--- src/rtl/regfile_mp.sv ---
// Multi-port integer register file: NRD combinational read ports, NWR prioritised
// write ports, optional write-to-read bypass and a per-register busy scoreboard.

module regfile_mp_rdport #(
  parameter int XLEN   = 32,
  parameter int NREG   = 32,
  parameter int AW     = 5,
  parameter int NWR    = 2,
  parameter int BYPASS = 1
) (
  input  logic                      reset,
  input  logic [AW-1:0]             addr,
  input  logic [NREG-1:0][XLEN-1:0] regs,
  input  logic [NREG-1:0]           busy,
  input  logic [NWR-1:0]            w_en,
  input  logic [NWR-1:0][AW-1:0]    w_addr,
  input  logic [NWR-1:0][XLEN-1:0]  w_data,
  output logic [XLEN-1:0]           data,
  output logic                      busy_o
);
  logic            hit;
  logic [XLEN-1:0] fwd;

  // Higher-numbered write ports are scanned last so they take priority.
  always_comb begin
    hit = 1'b0;
    fwd = '0;
    for (int p = 0; p < NWR; p++) begin
      if (w_en[p] && w_addr[p] == addr && addr != '0) begin
        hit = 1'b1;
        fwd = w_data[p];
      end
    end
  end

  always_comb begin
    data   = regs[addr];
    busy_o = busy[addr];
    if (BYPASS != 0 && hit) begin
      data   = fwd;
      busy_o = 1'b0;
    end
    // Forwarded write data must not leak out while the file is held in reset.
    if (reset) begin
      data   = '0;
      busy_o = 1'b0;
    end
  end
endmodule

module regfile_mp #(
  parameter int XLEN   = 32,
  parameter int NREG   = 32,
  parameter int AW     = $clog2(NREG),
  parameter int NRD    = 2,
  parameter int NWR    = 2,
  parameter int BYPASS = 1
) (
  input  logic                 clock,
  input  logic                 reset,
  input  logic [NRD*AW-1:0]    rs_addr,
  output logic [NRD*XLEN-1:0]  rs_data,
  output logic [NRD-1:0]       rs_busy,
  input  logic [NWR-1:0]       w_en,
  input  logic [NWR*AW-1:0]    w_addr,
  input  logic [NWR*XLEN-1:0]  w_data,
  input  logic                 alloc_en,
  input  logic [AW-1:0]        alloc_addr,
  output logic [NREG-1:0]      busy_vec
);
  logic [NREG-1:0][XLEN-1:0] regs;
  logic [NREG-1:0]           busy;
  logic [NWR-1:0][AW-1:0]    w_addr_a;
  logic [NWR-1:0][XLEN-1:0]  w_data_a;
  logic [NRD-1:0][AW-1:0]    rs_addr_a;
  logic [NRD-1:0][XLEN-1:0]  rs_data_a;

  assign w_addr_a  = w_addr;
  assign w_data_a  = w_data;
  assign rs_addr_a = rs_addr;
  assign rs_data   = rs_data_a;
  assign busy_vec  = busy;

  // Later assignments win: port 1 over port 0, and a same-edge alloc over a write's clear.
  // Entry 0 is only ever loaded with zero, so it reads as a hardwired zero.
  always_ff @(posedge clock or posedge reset) begin
    if (reset) begin
      regs <= '0;
      busy <= '0;
    end else begin
      for (int p = 0; p < NWR; p++) begin
        if (w_en[p] && w_addr_a[p] != '0) begin
          regs[w_addr_a[p]] <= w_data_a[p];
          busy[w_addr_a[p]] <= 1'b0;
        end
      end
      if (alloc_en && alloc_addr != '0)
        busy[alloc_addr] <= 1'b1;
    end
  end

  for (genvar i = 0; i < NRD; i++) begin : g_rd
    regfile_mp_rdport #(
      .XLEN(XLEN), .NREG(NREG), .AW(AW), .NWR(NWR), .BYPASS(BYPASS)
    ) u_rd (
      .reset  (reset),
      .addr   (rs_addr_a[i]),
      .regs   (regs),
      .busy   (busy),
      .w_en   (w_en),
      .w_addr (w_addr_a),
      .w_data (w_data_a),
      .data   (rs_data_a[i]),
      .busy_o (rs_busy[i])
    );
  end
endmodule

--- config.mk ---
export PLATFORM = sky130hd
export DESIGN_NAME = regfile_mp
export DESIGN_NICKNAME = d
export VERILOG_FILES = /design/src/rtl/regfile_mp.sv
export SDC_FILE = /design/constraint.sdc
export NUM_CORES = 2
export LEC_CHECK = 0
export ABC_AREA = 1
export BUFFER_PORTS_ARGS = -buffer_cell sky130_fd_sc_hd__buf_2
export CORE_MARGIN = 3
export CORE_UTILIZATION = 30
export CTS_BUF_LIST = sky130_fd_sc_hd__clkbuf_8
export DETAILED_ROUTE_END_ITERATION = 12
export GPL_TIMING_DRIVEN = 0
export PLACE_DENSITY_LB_ADDON = 0.15
export SLEW_MARGIN = 20
export SYNTH_ARGS = -nofsm -noshare
export SYNTH_HDL_FRONTEND = slang
export SYNTH_HIERARCHICAL = 1
export SYNTH_SLANG_ARGS = --single-unit
--- constraint.sdc ---
create_clock -name clock -period 96.6 [get_ports clock]
set_clock_uncertainty 0.1 [all_clocks]
set_input_delay 19.32 -clock clock [delete_from_list [all_inputs] [get_ports clock]]
set_output_delay 19.32 -clock clock [all_outputs]
set_load 0.02 [all_outputs]
==> impl_metrics.prom <==
# TYPE chip_impl_metric gauge
chip_impl_metric{name="post-route-min-period",unit="ns"} 42.75
chip_impl_metric{name="start_util",unit="%"} 30.2
chip_impl_metric{name="detail-route-antenna-nets",unit=""} 0
chip_impl_info{name="clk_root_buffer_cell",value="clkbuf_8"} 1
chip_impl_metric{name="postPlaceCellArea",unit="sq um"} 80800
chip_impl_metric{name="synth_compound_gate_area_share",unit="%"} 13.2
chip_impl_metric{name="arrival",unit="ns"} 23.33
chip_impl_info{name="setup.worst_path.start_class",value="input pin"} 1
chip_impl_metric{name="drt-wirelength-per-cell",unit="um"} 42.4
chip_impl_metric{name="synth.top_cell.area_share",unit="%"} 35.5
chip_impl_metric{name="leakagePower",unit="uW"} 0.0413
chip_impl_metric{name="grt_use_met3",unit="%"} 19.2
chip_impl_metric{name="route.detailed.drc",unit=""} 0
chip_impl_info{name="cts_tree",value="done"} 1
chip_impl_metric{name="p_total",unit="uW"} 1780
chip_impl_metric{name="io_pins",unit=""} 192
chip_impl_metric{name="synth_xor_area_share",unit="%"} 0.0671
chip_impl_metric{name="core-area",unit="sq um"} 247000
chip_impl_metric{name="place_inst",unit=""} 15297
chip_impl_metric{name="powerDensity",unit="nW/um^2"} 20.8
chip_impl_metric{name="clkSlewWorstSetupHoldPaths",unit="ns"} 0.06
chip_impl_metric{name="ys_warn_count",unit=""} 6
chip_impl_metric{name="utilization",unit="%"} 34.6
chip_impl_info{name="grt_setup_unrepaired",value="no"} 1
chip_impl_metric{name="fin_area",unit="sq um"} 85400
chip_impl_metric{name="synth.mux.area_fraction",unit="%"} 0
chip_impl_metric{name="max-cap-violations",unit=""} 0
chip_impl_info{name="yosysTopAreaCell",value="dfrtp_1"} 1
chip_impl_metric{name="placement.io_buffers",unit=""} 189
chip_impl_metric{name="first_pass_grt_wire_length",unit="mm"} 859
chip_impl_metric{name="routed_wirelength",unit="mm"} 668
chip_impl_metric{name="final_hold_viols",unit=""} 0
chip_impl_metric{name="worst-endpoint-required",unit="ns"} 77.18
chip_impl_metric{name="flow.area_growth_from_synthesis",unit="%"} 14.6
chip_impl_metric{name="post_cts_resized",unit=""} 0
chip_impl_info{name="outcome",value="complete, no violations"} 1
chip_impl_metric{name="track_usage",unit="%"} 50.3
chip_impl_metric{name="cts-buffers-inserted",unit=""} 218
chip_impl_metric{name="final-max-slew-violation-count",unit=""} 0
chip_impl_metric{name="final_nets",unit=""} 12300
chip_impl_metric{name="async_s_r_ff_share_synth",unit="%"} 100
chip_impl_metric{name="synth-seq-area-share",unit="%"} 35.5
chip_impl_metric{name="timing.max_slew.rel_slack",unit="%"} 9.44
chip_impl_metric{name="grt_pass1_vias",unit=""} 90731
chip_impl_metric{name="hpwl",unit="mm"} 528
chip_impl_metric{name="ir_drop",unit="uV"} 12.8
chip_impl_metric{name="cts_max_level",unit=""} 4
chip_impl_info{name="synth.cells.most_frequent",value="nand2_1 (3583), nand3_1 (1924), dfrtp_1 (1056)"} 1
chip_impl_metric{name="path_max_fanout",unit=""} 10
chip_impl_metric{name="final_cycle_utilization_of_the_critical_path",unit="%"} 44.3
chip_impl_metric{name="fmaxAchievable",unit="MHz"} 23.4
chip_impl_metric{name="layout-drive-gt1-share",unit="%"} 10.1
chip_impl_metric{name="post_synth_num_cell_types",unit=""} 35
chip_impl_info{name="crit_path_end_kind",value="output pin"} 1
chip_impl_info{name="yosysMostFrequentCell",value="nand2_1"} 1
chip_impl_metric{name="aggregate_global_routing_overflow",unit=""} 0
chip_impl_metric{name="max_slew.worst_pin.slew",unit="ns"} 1.36
chip_impl_metric{name="synth_enable_flop_cells",unit=""} 0
chip_impl_metric{name="grt_max_degree",unit=""} 94
chip_impl_metric{name="setup_violations",unit=""} 0
chip_impl_metric{name="met1_usage",unit="%"} 57.4
chip_impl_metric{name="die_h",unit="um"} 504
chip_impl_metric{name="detailed_router_iteration_count_before_antenna_repair",unit=""} 7
chip_impl_metric{name="final_std_cells_w_o_fill",unit=""} 15757
chip_impl_info{name="synthFlopType",value="dfrtp_1"} 1
chip_impl_metric{name="vias",unit=""} 98597
chip_impl_metric{name="placementRows",unit=""} 182
chip_impl_metric{name="place_congestion",unit=""} 1.08
chip_impl_metric{name="clock_sinks",unit=""} 1056
chip_impl_metric{name="die-area",unit="sq um"} 254000
chip_impl_metric{name="syn_area_per_cell",unit="sq um"} 6.34
chip_impl_info{name="top_post_synthesis_cells_by_area",value="dfrtp_1 (35%), nand2_1 (18%), nand3_1 (13%), o22ai_1 (6.1%), o21ai_0 (5.4%)"} 1
chip_impl_metric{name="fillCellCount",unit=""} 27354
chip_impl_metric{name="syn-cell-area",unit="sq um"} 74500
chip_impl_metric{name="groute.layer.met2.usage",unit="%"} 73.2
chip_impl_metric{name="ctsLongestPathBuffers",unit=""} 3
chip_impl_info{name="worst_hold_path_type",value="reg2reg"} 1
chip_impl_info{name="grt.busiest_layer",value="met2"} 1
chip_impl_metric{name="buffers_inserted_by_post_cts_timing_repair",unit=""} 0
chip_impl_metric{name="count_of_mapped_cells_out_of_synthesis",unit=""} 11755
chip_impl_metric{name="cts.hold.buffers_added",unit=""} 0
chip_impl_metric{name="setup-tns-final",unit="ns"} 0
chip_impl_metric{name="yosys_register_bits",unit=""} 1056
chip_impl_metric{name="post_syn_nets",unit=""} 11849
chip_impl_metric{name="grt_antenna_before_repair",unit=""} 82
chip_impl_metric{name="initialDrtViolationCount",unit=""} 16269
chip_impl_metric{name="via_per_inst",unit=""} 6.26
chip_impl_info{name="combinational_family_with_the_most_area_after_synthesis",value="simple AND/OR/NAND/NOR gates"} 1
chip_impl_metric{name="post_synth_fa_ha_maj_area_fraction",unit="%"} 0
chip_impl_info{name="setup.worst_path.class",value="in2out"} 1
chip_impl_metric{name="die_width",unit="um"} 504
chip_impl_metric{name="synth_simple_gate_area_share",unit="%"} 39.1
chip_impl_metric{name="clock_latency_on_the_worst_skew_pair",unit="ns"} 1.03
[area by class of cell]
cell class,instances,area (sq um),share of cell area [%]
flip-flops and latches,1056,26400,30.9
repair buffers,231,1930,2.26
well taps,3312,4140,4.85
inverters,1011,3800,4.45
plain buffers,1159,5450,6.38
clock inverters,115,648,0.759
multi-input cells,8529,39100,45.7
diodes,70,175,0.205
clock buffers,274,3770,4.42
[cells in the final DEF, fill, tap and decap left out, types with 3 or more instances in the layout]
| cell type | n |
|---|---|
| nand2_1 | 3583 |
| nand3_1 | 1924 |
| dfrtp_1 | 1056 |
| inv_1 | 1047 |
| o21ai_0 | 803 |
| o22ai_1 | 722 |
| nor2_1 | 563 |
| buf_2 | 559 |
| clkbuf_1 | 553 |
| nor3_1 | 486 |
| clkbuf_8 | 274 |
| clkbuf_2 | 91 |
| buf_4 | 80 |
| nand4_1 | 80 |
| diode_2 | 70 |
| a21oi_1 | 68 |
| or2_2 | 62 |
| a31oi_1 | 57 |
| o211ai_1 | 53 |
| o21ai_1 | 44 |
| buf_1 | 37 |
| buf_6 | 31 |
| clkinv_2 | 28 |
| buf_16 | 26 |
| or2_1 | 22 |
| nor2_2 | 20 |
| clkinv_1 | 18 |
| inv_2 | 17 |
| nand3_2 | 12 |
| buf_12 | 10 |
| nor2_4 | 9 |
| nand2_2 | 6 |
| inv_8 | 6 |
| nor3_4 | 4 |
| or2_0 | 4 |
| inv_6 | 3 |
| inv_12 | 3 |
| bufinv_16 | 3 |
| buf_8 | 3 |
[cell families after synthesis]
group           count (synthesis)
simple gates                 6777
buf+inv                      2170
compound gates               1748
flops                        1056
xor+xnor                        4
[worst paths after layout]
check,depth (start not counted),startpoint,slack (ns),to
min in group asynchronous,2,reset,18.35,busy_vec[28]
min reg2reg,1,regs[9],0.37,regs[9]
max reg2reg,6,regs[646],95.18,regs[646]
max,13,rs_addr[5],53.85,rs_data[50]
min,1,regs[9],0.37,regs[9]
max in group asynchronous,7,reset,75.47,regs[139]
[critical path: stages]
cell,delay [ns]
buf_2,0.13
inv_2,0.30
buf_2,0.80
buf_2,0.80
nand2_1,0.11
nand3_1,0.11
nand2_1,0.06
nand2_1,0.06
a21oi_1,0.12
nor2_1,0.43
nor2_1,0.10
nor2_1,0.65
buf_2,0.31
[power breakdown]
group,switching [uW],leakage [uW],total (uW),internal (uW)
combinational,377,0.0259,543,166
sequential,165,0.0128,722,557
clock,252,0.00258,515,263
[per-stage QoR]
step / setup WS, ns / hold slack, ns
4_1_cts: 54.24 / 0.369
2_1_floorplan: 47.46 / 0.334
5_1_grt: 54.10 / 0.391
3_3_place_gp: 29.26 / 0.346
6_report: 53.85 / 0.366
3_5_place_dp: 54.25 / 0.355
[flip-flops by register name, summed over array words and instances (netlist names)]
register,cells
busy_vec,32
regs,1024
[metal layers]
metal | wire length [um] | vias up
li1 | - | 39738
met1 | 237000 | 47837
met2 | 277000 | 8408
met3 | 83700 | 2588
met5 | 180 | -
met4 | 70700 | 26
Note: power is estimated with default switching activity, not from simulation.
